<file path="src/rtl/sram_port_arbiter.sv">
// ---------------------------------------------------------------------------
// sram_port_arbiter
//
// Purpose:
//   Shares a single SRAM-like memory port between the instruction-fetch
//   requester and the data (load/store) requester. One transaction is in
//   flight at a time. Data accesses win arbitration, except that after
//   STARVE_MAX consecutive data grants taken while a fetch was waiting, the
//   next grant goes to the fetch. Per-requester stall requests are produced
//   for the pipeline controller.
//
// Handshakes (one place, all of them):
//   * Requester side: inst_req / data_req are levels. A requester raises req
//     together with its address (and wen/wdata) and holds all of them until
//     it sees its done pulse. done is a registered one-cycle pulse; the
//     matching rdata register is valid in that cycle and holds afterwards.
//   * Memory side: mem_req is the address-phase valid and mem_addr_ok is its
//     ready. The address phase completes in the cycle both are high. The
//     data phase completes in the cycle mem_data_ok is high (mem_rdata valid
//     then). mem_data_ok may arrive in the same cycle as mem_addr_ok.
//     Responses outside the states that expect them are ignored.
//
// Ports:
//   clk, rst                 clock, synchronous active-high reset
//   inst_req/inst_addr       fetch request (level) and address
//   inst_rdata/inst_done     fetched word and its completion pulse
//   data_req/data_wen/...    load/store request, byte enables (0 = load),
//                            address, store data
//   data_rdata/data_done     load result and its completion pulse
//   stallreq_inst/_data      req & ~done, for the pipeline controller
//   mem_req/mem_wr/...       memory address phase and latched attributes
//   mem_addr_ok/mem_data_ok  memory address-accept / data-complete
//   mem_rdata                memory read data
// ---------------------------------------------------------------------------
module sram_port_arbiter #(
  parameter int unsigned STARVE_MAX = 4
) (
  input  logic        clk,
  input  logic        rst,

  input  logic        inst_req,
  input  logic [31:0] inst_addr,
  output logic [31:0] inst_rdata,
  output logic        inst_done,

  input  logic        data_req,
  input  logic [3:0]  data_wen,
  input  logic [31:0] data_addr,
  input  logic [31:0] data_wdata,
  output logic [31:0] data_rdata,
  output logic        data_done,

  output logic        stallreq_inst,
  output logic        stallreq_data,

  output logic        mem_req,
  output logic        mem_wr,
  output logic [3:0]  mem_wstrb,
  output logic [31:0] mem_addr,
  output logic [31:0] mem_wdata,
  input  logic        mem_addr_ok,
  input  logic        mem_data_ok,
  input  logic [31:0] mem_rdata
);

  typedef enum logic [1:0] {
    IDLE = 2'd0,
    REQ  = 2'd1,
    WAIT = 2'd2,
    DONE = 2'd3
  } state_t;

  localparam logic [3:0] STARVE_LIM = 4'(STARVE_MAX);

  // owner encoding: 0 = instruction fetch, 1 = data access
  localparam logic OWNER_INST = 1'b0;
  localparam logic OWNER_DATA = 1'b1;

  state_t     state;
  logic       owner;
  logic [3:0] starve_cnt;

  logic grant_data;
  logic grant_inst;
  logic complete;

  // Arbitration is evaluated every cycle but only acted on in IDLE.
  // A waiting fetch overrides data once the starvation counter saturates.
  always_comb begin
    grant_data = data_req && !(inst_req && (starve_cnt == STARVE_LIM));
    grant_inst = inst_req && !grant_data;
  end

  // The access finishes either in REQ (address and data accepted in the same
  // cycle, WAIT is skipped) or in WAIT on data_ok.
  always_comb begin
    complete = 1'b0;
    if (state == REQ && mem_addr_ok && mem_data_ok) complete = 1'b1;
    if (state == WAIT && mem_data_ok)               complete = 1'b1;
  end

  // Stall is released in the done cycle so the pipeline advances on that edge.
  assign stallreq_inst = inst_req & ~inst_done;
  assign stallreq_data = data_req & ~data_done;

  always_ff @(posedge clk) begin
    if (rst) begin
      state      <= IDLE;
      owner      <= OWNER_INST;
      starve_cnt <= 4'd0;
      mem_req    <= 1'b0;
      mem_wr     <= 1'b0;
      mem_wstrb  <= 4'd0;
      mem_addr   <= 32'd0;
      mem_wdata  <= 32'd0;
      inst_done  <= 1'b0;
      data_done  <= 1'b0;
      inst_rdata <= 32'd0;
      data_rdata <= 32'd0;
    end else begin
      // Done outputs are single-cycle pulses unless re-armed below.
      inst_done <= 1'b0;
      data_done <= 1'b0;

      case (state)
        IDLE: begin
          if (grant_data || grant_inst) begin
            mem_req <= 1'b1;
            state   <= REQ;
            if (grant_data) begin
              owner     <= OWNER_DATA;
              mem_addr  <= data_addr;
              mem_wdata <= data_wdata;
              mem_wr    <= (data_wen != 4'd0);
              mem_wstrb <= (data_wen != 4'd0) ? data_wen : 4'hF;
              // Count data grants only while a fetch is actually waiting.
              if (inst_req) begin
                if (starve_cnt < STARVE_LIM) starve_cnt <= starve_cnt + 4'd1;
              end else begin
                starve_cnt <= 4'd0;
              end
            end else begin
              owner      <= OWNER_INST;
              mem_addr   <= inst_addr;
              mem_wdata  <= 32'd0;
              mem_wr     <= 1'b0;
              mem_wstrb  <= 4'hF;
              starve_cnt <= 4'd0;
            end
          end
        end

        REQ: begin
          if (mem_addr_ok) begin
            mem_req <= 1'b0;
            state   <= mem_data_ok ? DONE : WAIT;
          end
        end

        WAIT: begin
          if (mem_data_ok) state <= DONE;
        end

        // The requester still holds req during DONE, so no grant here.
        DONE: begin
          state <= IDLE;
        end

        default: begin
          state <= IDLE;
        end
      endcase

      // Completion: pulse the owner's done and capture read data. Stores
      // leave data_rdata untouched; fetches are always reads.
      if (complete) begin
        if (owner == OWNER_INST) begin
          inst_done  <= 1'b1;
          inst_rdata <= mem_rdata;
        end else begin
          data_done <= 1'b1;
          if (!mem_wr) data_rdata <= mem_rdata;
        end
      end
    end
  end

  // Structural invariants of the port.
  a_done_exclusive: assert property (@(posedge clk) disable iff (rst)
    !(inst_done && data_done));
  a_req_only_in_req: assert property (@(posedge clk) disable iff (rst)
    mem_req == (state == REQ));
  a_done_only_in_done: assert property (@(posedge clk) disable iff (rst)
    (inst_done || data_done) == (state == DONE));

endmodule

</file>
<file path="config.mk">
export PLATFORM = sky130hd
export DESIGN_NAME = sram_port_arbiter
export DESIGN_NICKNAME = d
export VERILOG_FILES = /design/src/rtl/sram_port_arbiter.sv
export SDC_FILE = /design/constraint.sdc
export NUM_CORES = 1
export LEC_CHECK = 0
export BUFFER_PORTS_ARGS = -buffer_cell sky130_fd_sc_hd__buf_4
export CAP_MARGIN = 5
export CORE_UTILIZATION = 49
export DETAILED_ROUTE_END_ITERATION = 16
export GPL_TIMING_DRIVEN = 0
export PLACE_DENSITY_LB_ADDON = 0.08
export SYNTH_ARGS = -nofsm -noshare
export SYNTH_HDL_FRONTEND = slang
export SYNTH_SLANG_ARGS = --single-unit
</file>
<file path="constraint.sdc">
create_clock -name clk -period 4 [get_ports clk]
set_clock_uncertainty 0.15 [all_clocks]
set_input_delay 0.6 -clock clk [delete_from_list [all_inputs] [get_ports clk]]
set_output_delay 0.6 -clock clk [all_outputs]
set_load 0.02 [all_outputs]
</file>
# Word-level counts from Yosys, hierarchy flattened
# Index checks and enable logic that the tools add are counted.
# word_totals
inputBits	138
wordCells	69
register_bits	143
# classes
n_addsub	1
bitwise_logic	7
n_reduce_logical	19
mux	21
eq_ne	8
n_lt_le_gt_ge	1
# op_table
cell	count
two-way mux 32 bit	2
two-way mux 4 bit	5
AND reduction 3 bit	4
two-way mux 1 bit	9
one-hot mux 2 bit (4 select lines)	1
logical AND 1 bit	6
two-way mux 2 bit	3
inequality test 2 bit, second input constant	3
inverter 1 bit	5
adder 4 x 1 -> 4 bit, second input constant	1
== test 2 bit, second input constant	2
== test 4 x 3 -> 1 bit, second input constant	1
< comparator 4 x 3 -> 1 bit, second input constant	1
AND reduction 2 bit	2
nonzero test 4 bit	1
inequality test 3 x 2 -> 1 bit, second input constant	1
bitwise AND 1 bit	2
== test 2 x 1 -> 1 bit, second input constant	1
zero test 1 bit	2
zero test 2 bit	1
one-hot mux 1 bit (2 select lines)	1
nonzero test 2 bit	1
OR reduction 2 bit	1
logical OR 1 bit	1

# Depth between registers and ports, before layout
# depth
word_depth	9
depth_mapped	8
mapped_depth_nobuf	6

# Worst setup path after synthesis
# Ideal clock, no wire load.
# synth_path
path_kind	register to register
start	register state[1]
end	register inst_rdata[30]
synth_period_minus_slack_ps	1712
path_slack_ps	2288
t_required_ps	3718
t_arrival_ps	1430
stages_incl_launch_ff	9
cell_sequence	dfxtp_1 inv_1 ha_1 a21oi_2 or3b_1 buf_2 buf_6 nand2_1 a21oi_1
# synth_via
elab_chain_cells	6
# synth_lines
element	line_no	rtl
start, declared	79	state_t state;
start signal, assigned	156	state <= mem_data_ok ? DONE : WAIT;
== test 2 x 1 -> 1 bit	98	if (state == REQ && mem_addr_ok && mem_data_ok) complete = 1'b1;
logical AND 1 bit (2 in a row)	98	
two-way mux 1 bit	98	
two-way mux 1 bit (*)	99	if (state == WAIT && mem_data_ok) complete = 1'b1;
AND reduction 2 bit (no line) (*)	-	
end signal, assigned	179	inst_rdata <= mem_rdata;
end, declared	43	output logic [31:0] inst_rdata,
# Every way passes the cells marked *; elsewhere a longest branch is shown, timed or not.
# A chain may end at the register's enable or synchronous reset.

# Worst setup path in the final report
# layout_path
start	register state[1]
end	register data_rdata[19]
# layout_via
elab_chain_cells	6
# layout_lines
element	line_no	rtl
== test 2 x 1 -> 1 bit	98	
logical AND 1 bit (2 in a row)	98	
two-way mux 1 bit	98	
two-way mux 1 bit (*)	99	
AND reduction 3 bit (no line) (*)	-	
end signal, assigned	182	if (!mem_wr) data_rdata <= mem_rdata;
end, declared	50	output logic [31:0] data_rdata,
# Marked as above.

==> impl_table.tex <==
\begin{tabular}{lr}
\hline
Metric & Value \\
\hline
\multicolumn{2}{l}{\textbf{Yosys}} \\
\quad Share of the synthesized area in the top cell type & 0.522 \\
\quad Netlist area before placement & 0.00549 sq mm \\
\quad Most used flip-flop cell after synthesis & dfxtp\_1 \\
\quad Combinational family with the most area after synthesis & compound AO/OA/AOI/OAI gates \\
\quad Synth Area in XOR/XNOR & 0 \\
\quad Post-synth cell types & 36 \\
\quad Compound-Gate Fraction of Synth Area & 0.204 \\
\quad Most common cell in the netlist & nand2\_1 \\
\quad Share of synthesized registers carrying an async set or reset & 0 \\
\quad Count of flip-flops with a built-in enable after synthesis & 0 \\
\quad Portion of netlist area occupied by mux cells & 0.00365 \\
\quad Arithmetic-cell share of the synthesized area counting full adders, half adders and majority gates & 0.0137 \\
\quad Syn. warnings & 0 \\
\quad Commonest cells post-synth & nand2\_1, dfxtp\_1, a21oi\_1 \\
\quad Synthesized Nets & about 800 \\
\quad Share of synthesized area occupied by flip-flops and latches & 0.522 \\
\quad Number of flip-flops and latches in the synthesized netlist & 143 \\
\quad Post-synthesis simple-gate area fraction & 0.194 \\
\quad Cell taking the most area after synthesis & dfxtp\_1 \\
\quad Average cell area after synthesis & 8.41 sq um \\
\quad Cell count after synthesis & 652 \\
\quad Largest cells by area after synthesis & dfxtp\_1, nand2\_1, a21oi\_1 \\
\multicolumn{2}{l}{\textbf{Placement}} \\
\quad Count of port buffers added during placement & 274 \\
\quad Final estimated routing congestion in global placement & between 0.8 and 0.9 \\
\quad Cell area after placement & 0.00772 sq mm \\
\quad Sum of net half-perimeters after detailed placement & 12500 microns \\
\quad Pre-CTS setup slack & 1890 ps \\
\multicolumn{2}{l}{\textbf{Final layout}} \\
\quad Finished Core Util & 0.761 \\
\quad Fin nets & 1089 \\
\quad Ant diodes & 0 \\
\quad Area growth, synth to finish & 50.9\% \\
\quad Post-layout instance area & about 0.0083 sq mm \\
\quad Layout filler cell count & 827 \\
\quad Share of cells above drive strength 1 & 0.366 \\
\multicolumn{2}{l}{\textbf{Worst setup path}} \\
\quad Crit path largest cell delay & around 380 ps \\
\quad Type of destination of the critical path & flop \\
\quad Depth of the worst register-to-register path & 8 \\
\quad Critical path required time & approximately 4300 ps \\
\quad Worst-path cell with the longest stage delay & dfxtp\_1 \\
\quad Reg-to-Reg End & data\_rdata[19] \\
\quad Critical path startpoint category & flop \\
\quad Kind of critical path & flop to flop \\
\quad Number of cells on the critical path & 8 \\
\quad Kind of cell adding the most delay to the critical path & buffers and inverters \\
\quad Biggest fanout along the worst timing path & 10 \\
\quad Worst EP arrival & 2260 ps \\
\quad Cell chain of the critical path & inv\_1, ha\_1, a21oi\_2, nand4bb\_1, buf\_2, buf\_2, nand2\_1, a21oi\_1 \\
\quad Cell seen most often among critical-path stages & buf\_2 \\
\quad Crit Reg-Reg Startpoint & state[1] \\
\quad Buffers and inverters on the worst path & 3 \\
\quad Reg-to-reg setup timing slack & between 2000 and 2500 ps \\
\multicolumn{2}{l}{\textbf{Clock network}} \\
\quad Worst-case clock buffer depth & 2 \\
\quad Clock root cell & clkbuf\_8 \\
\quad Num CTS Buffers & 17 \\
\quad Clock Latency Late Sink & 520 ps \\
\quad Post-CTS Setup Repair Bufs & 0 \\
\quad Count of H-tree levels built during CTS & 4 \\
\quad Cells resized by post-CTS repair & 0 \\
\quad Clock transition at the register clock pins on the worst setup and hold paths after CTS & 60 ps \\
\quad Clock tree sinks & about 140 \\
\quad CTS tree & yes \\
\quad Post-cts hold buffer count & 0 \\
\multicolumn{2}{l}{\textbf{Hold path}} \\
\quad Class of the tightest hold or removal check & input port to flop \\
\quad Worst hold path cell count & 3 \\
\quad Worst Hold End & mem\_wdata[16] \\
\quad Hold\_sp & data\_wdata[16] \\
\multicolumn{2}{l}{\textbf{STA}} \\
\quad Sum of negative setup slack & 0 ps \\
\quad Worst Setup Slack, final & 2030 ps \\
\quad RSZ-0062 raised after global routing & false \\
\quad Max Clock Freq & 507 MHz \\
\quad Share of the clock period used by the worst path & 0.493 \\
\quad Final-layout worst hold slack & 166 ps \\
\quad Final number of hold-violating endpoints & 0 \\
\quad Fin. max-slew vios & 0 \\
\quad Slew HR & 0.505 \\
\quad Finish-stage setup viols & 0 \\
\quad Worst Tran Pin Value & 735 ps \\
\quad Min Clock Period, post-route & between 1500 and 2000 ps \\
\multicolumn{2}{l}{\textbf{Route}} \\
\quad Post-route antenna net violation count & 0 \\
\quad Average vias per placed instance & 5.19 \\
\quad Average wire length per cell after detail routing & 15.1 microns \\
\quad Detailed-route wire length & 16600 microns \\
\quad DR vias & 5692 \\
\quad Pre-antenna DRT Iters & 6 \\
\quad Number of design rule violations left after detail routing & 0 \\
\quad First-iteration detailed-routing DRC count & 259 \\
\multicolumn{2}{l}{\textbf{Power}} \\
\quad Static Leakage & 3.68 nW \\
\quad Share of total power in combinational logic & 0.356 \\
\quad Share of total power in sequential cells & 0.354 \\
\quad Maximum ir drop on the vdd rail & 0.383 mV \\
\quad Design internal power & 0.00336 W \\
\quad Clock Power Share & 0.290 \\
\quad Switching power of the nets & 0.00181 W \\
\quad PwrDens & $\sim$620 mW/mm\^{}2 \\
\quad Switching power as a share of total power & 0.351 \\
\multicolumn{2}{l}{\textbf{Global route}} \\
\quad Global-route congestion overflow total & 0 \\
\quad Initial antenna violation count & 0 \\
\quad Global-route wire length before repair & $\sim$25000 microns \\
\quad Largest net degree at the start of global routing & 17 \\
\quad Total routing usage reported by global routing & 0.284 \\
\quad Number of global-route vias before repair & 5511 \\
\multicolumn{2}{l}{\textbf{Flow run}} \\
\quad Max capacitance violation total & 0 \\
\multicolumn{2}{l}{\textbf{Floorplanning}} \\
\quad Initial core utilization & 0.504 \\
\quad Vertical die dimension & 108 microns \\
\quad Ports & 276 \\
\quad DIE WIDTH & roughly 110 microns \\
\quad Standard-cell row count & 38 \\
\quad Placeable core region & between 0.01 and 0.015 sq mm \\
\quad DIE AREA & 0.0116 sq mm \\
\multicolumn{2}{l}{\textbf{Run status}} \\
\quad Status & finished clean \\
\hline
\end{tabular}
-- layout make-up --
class / instances / area (sq um) / share of cell area
Sequential cell: 143 / 2860 / 0.346
Multi-Input combinational cell: 447 / 2280 / 0.275
Timing Repair Buffer: 274 / 2060 / 0.248
Clock buffer: 21 / 449 / 0.0542
Buffer: 53 / 310 / 0.0375
Tap cell: 140 / 175 / 0.0212
Clock inverter: 10 / 113 / 0.0136
Inverter: 9 / 33.8 / 0.00408
-- power groups by stage --
stage	clock [W]	combinational, W	sequential, W
after floorplan	0	0.000824	0.00213
after detailed placement	0	0.00184	0.00185
final	0.00150	0.00184	0.00183
after CTS	0.00151	0.00185	0.00183
after global routing	0.00158	0.00202	0.00186
after global placement	0	0.00178	0.00184
-- per-layer routing --
metal  track usage  vias up  wire [microns]
met1         0.303     2610            6480
met5             0        -               0
met4         0.156        0             637
li1              -     2798               -
met2         0.500      236            8410
met3        0.0835       48            1080
-- cells by family after synthesis --
family                     Yosys count
AOI/OAI and AO/OA                  177
adders and majority gates            6
buffers and inverters               62
DFF                                143
muxes                                2
and+or+nand+nor                    262
-- worst max path at each step --
| stage | end | start | slack, ps |
|---|---|---|---|
| after floorplan | inst_rdata[30] | state[1] | 2290 |
| after global placement | data_rdata[20] | rst | 1930 |
| after detailed placement | data_rdata[21] | rst | 1890 |
| after CTS | data_rdata[21] | state[1] | 2010 |
| after global routing | mem_addr[10] | state[0] | 1850 |
| final | data_rdata[19] | state[1] | 2030 |
-- worst min-delay path, cell delays in order --
cell and delay, ps:
buf_4 80, a22oi_1 50, nor2_1 70
-- through the flow --
stage / power (W) / cells
3_3_place_gp: 0.00362 / 1066
2_1_floorplan: 0.00295 / 652
3_5_place_dp: 0.00369 / 1066
5_1_grt: 0.00545 / 1097
4_1_cts: 0.00519 / 1097
6_report: 0.00517 / 1097
-- registers in the layout, indices dropped and copies added (netlist names) --
name / count
mem_wdata: 32
mem_wr: 1
mem_req: 1
starve_cnt: 4
inst_done: 1
data_done: 1
mem_wstrb: 4
inst_rdata: 32
state: 2
mem_addr: 32
data_rdata: 32
owner: 1
-- cell usage in the layout, fill, tap and decap left out, types with 3 or more instances in the layout --
master	n
ha_1	6
clkinv_2	4
a21oi_1	89
nor2_1	73
buf_6	10
buf_4	276
clkbuf_16	16
dfxtp_1	143
buf_2	23
nand2_1	164
nor3_1	8
clkbuf_8	3
o21a_1	3
a22oi_1	33
and2_1	3
clkbuf_1	19
a21oi_2	11
inv_1	9
a211oi_1	32
Note: power is estimated with default switching activity, not from simulation.
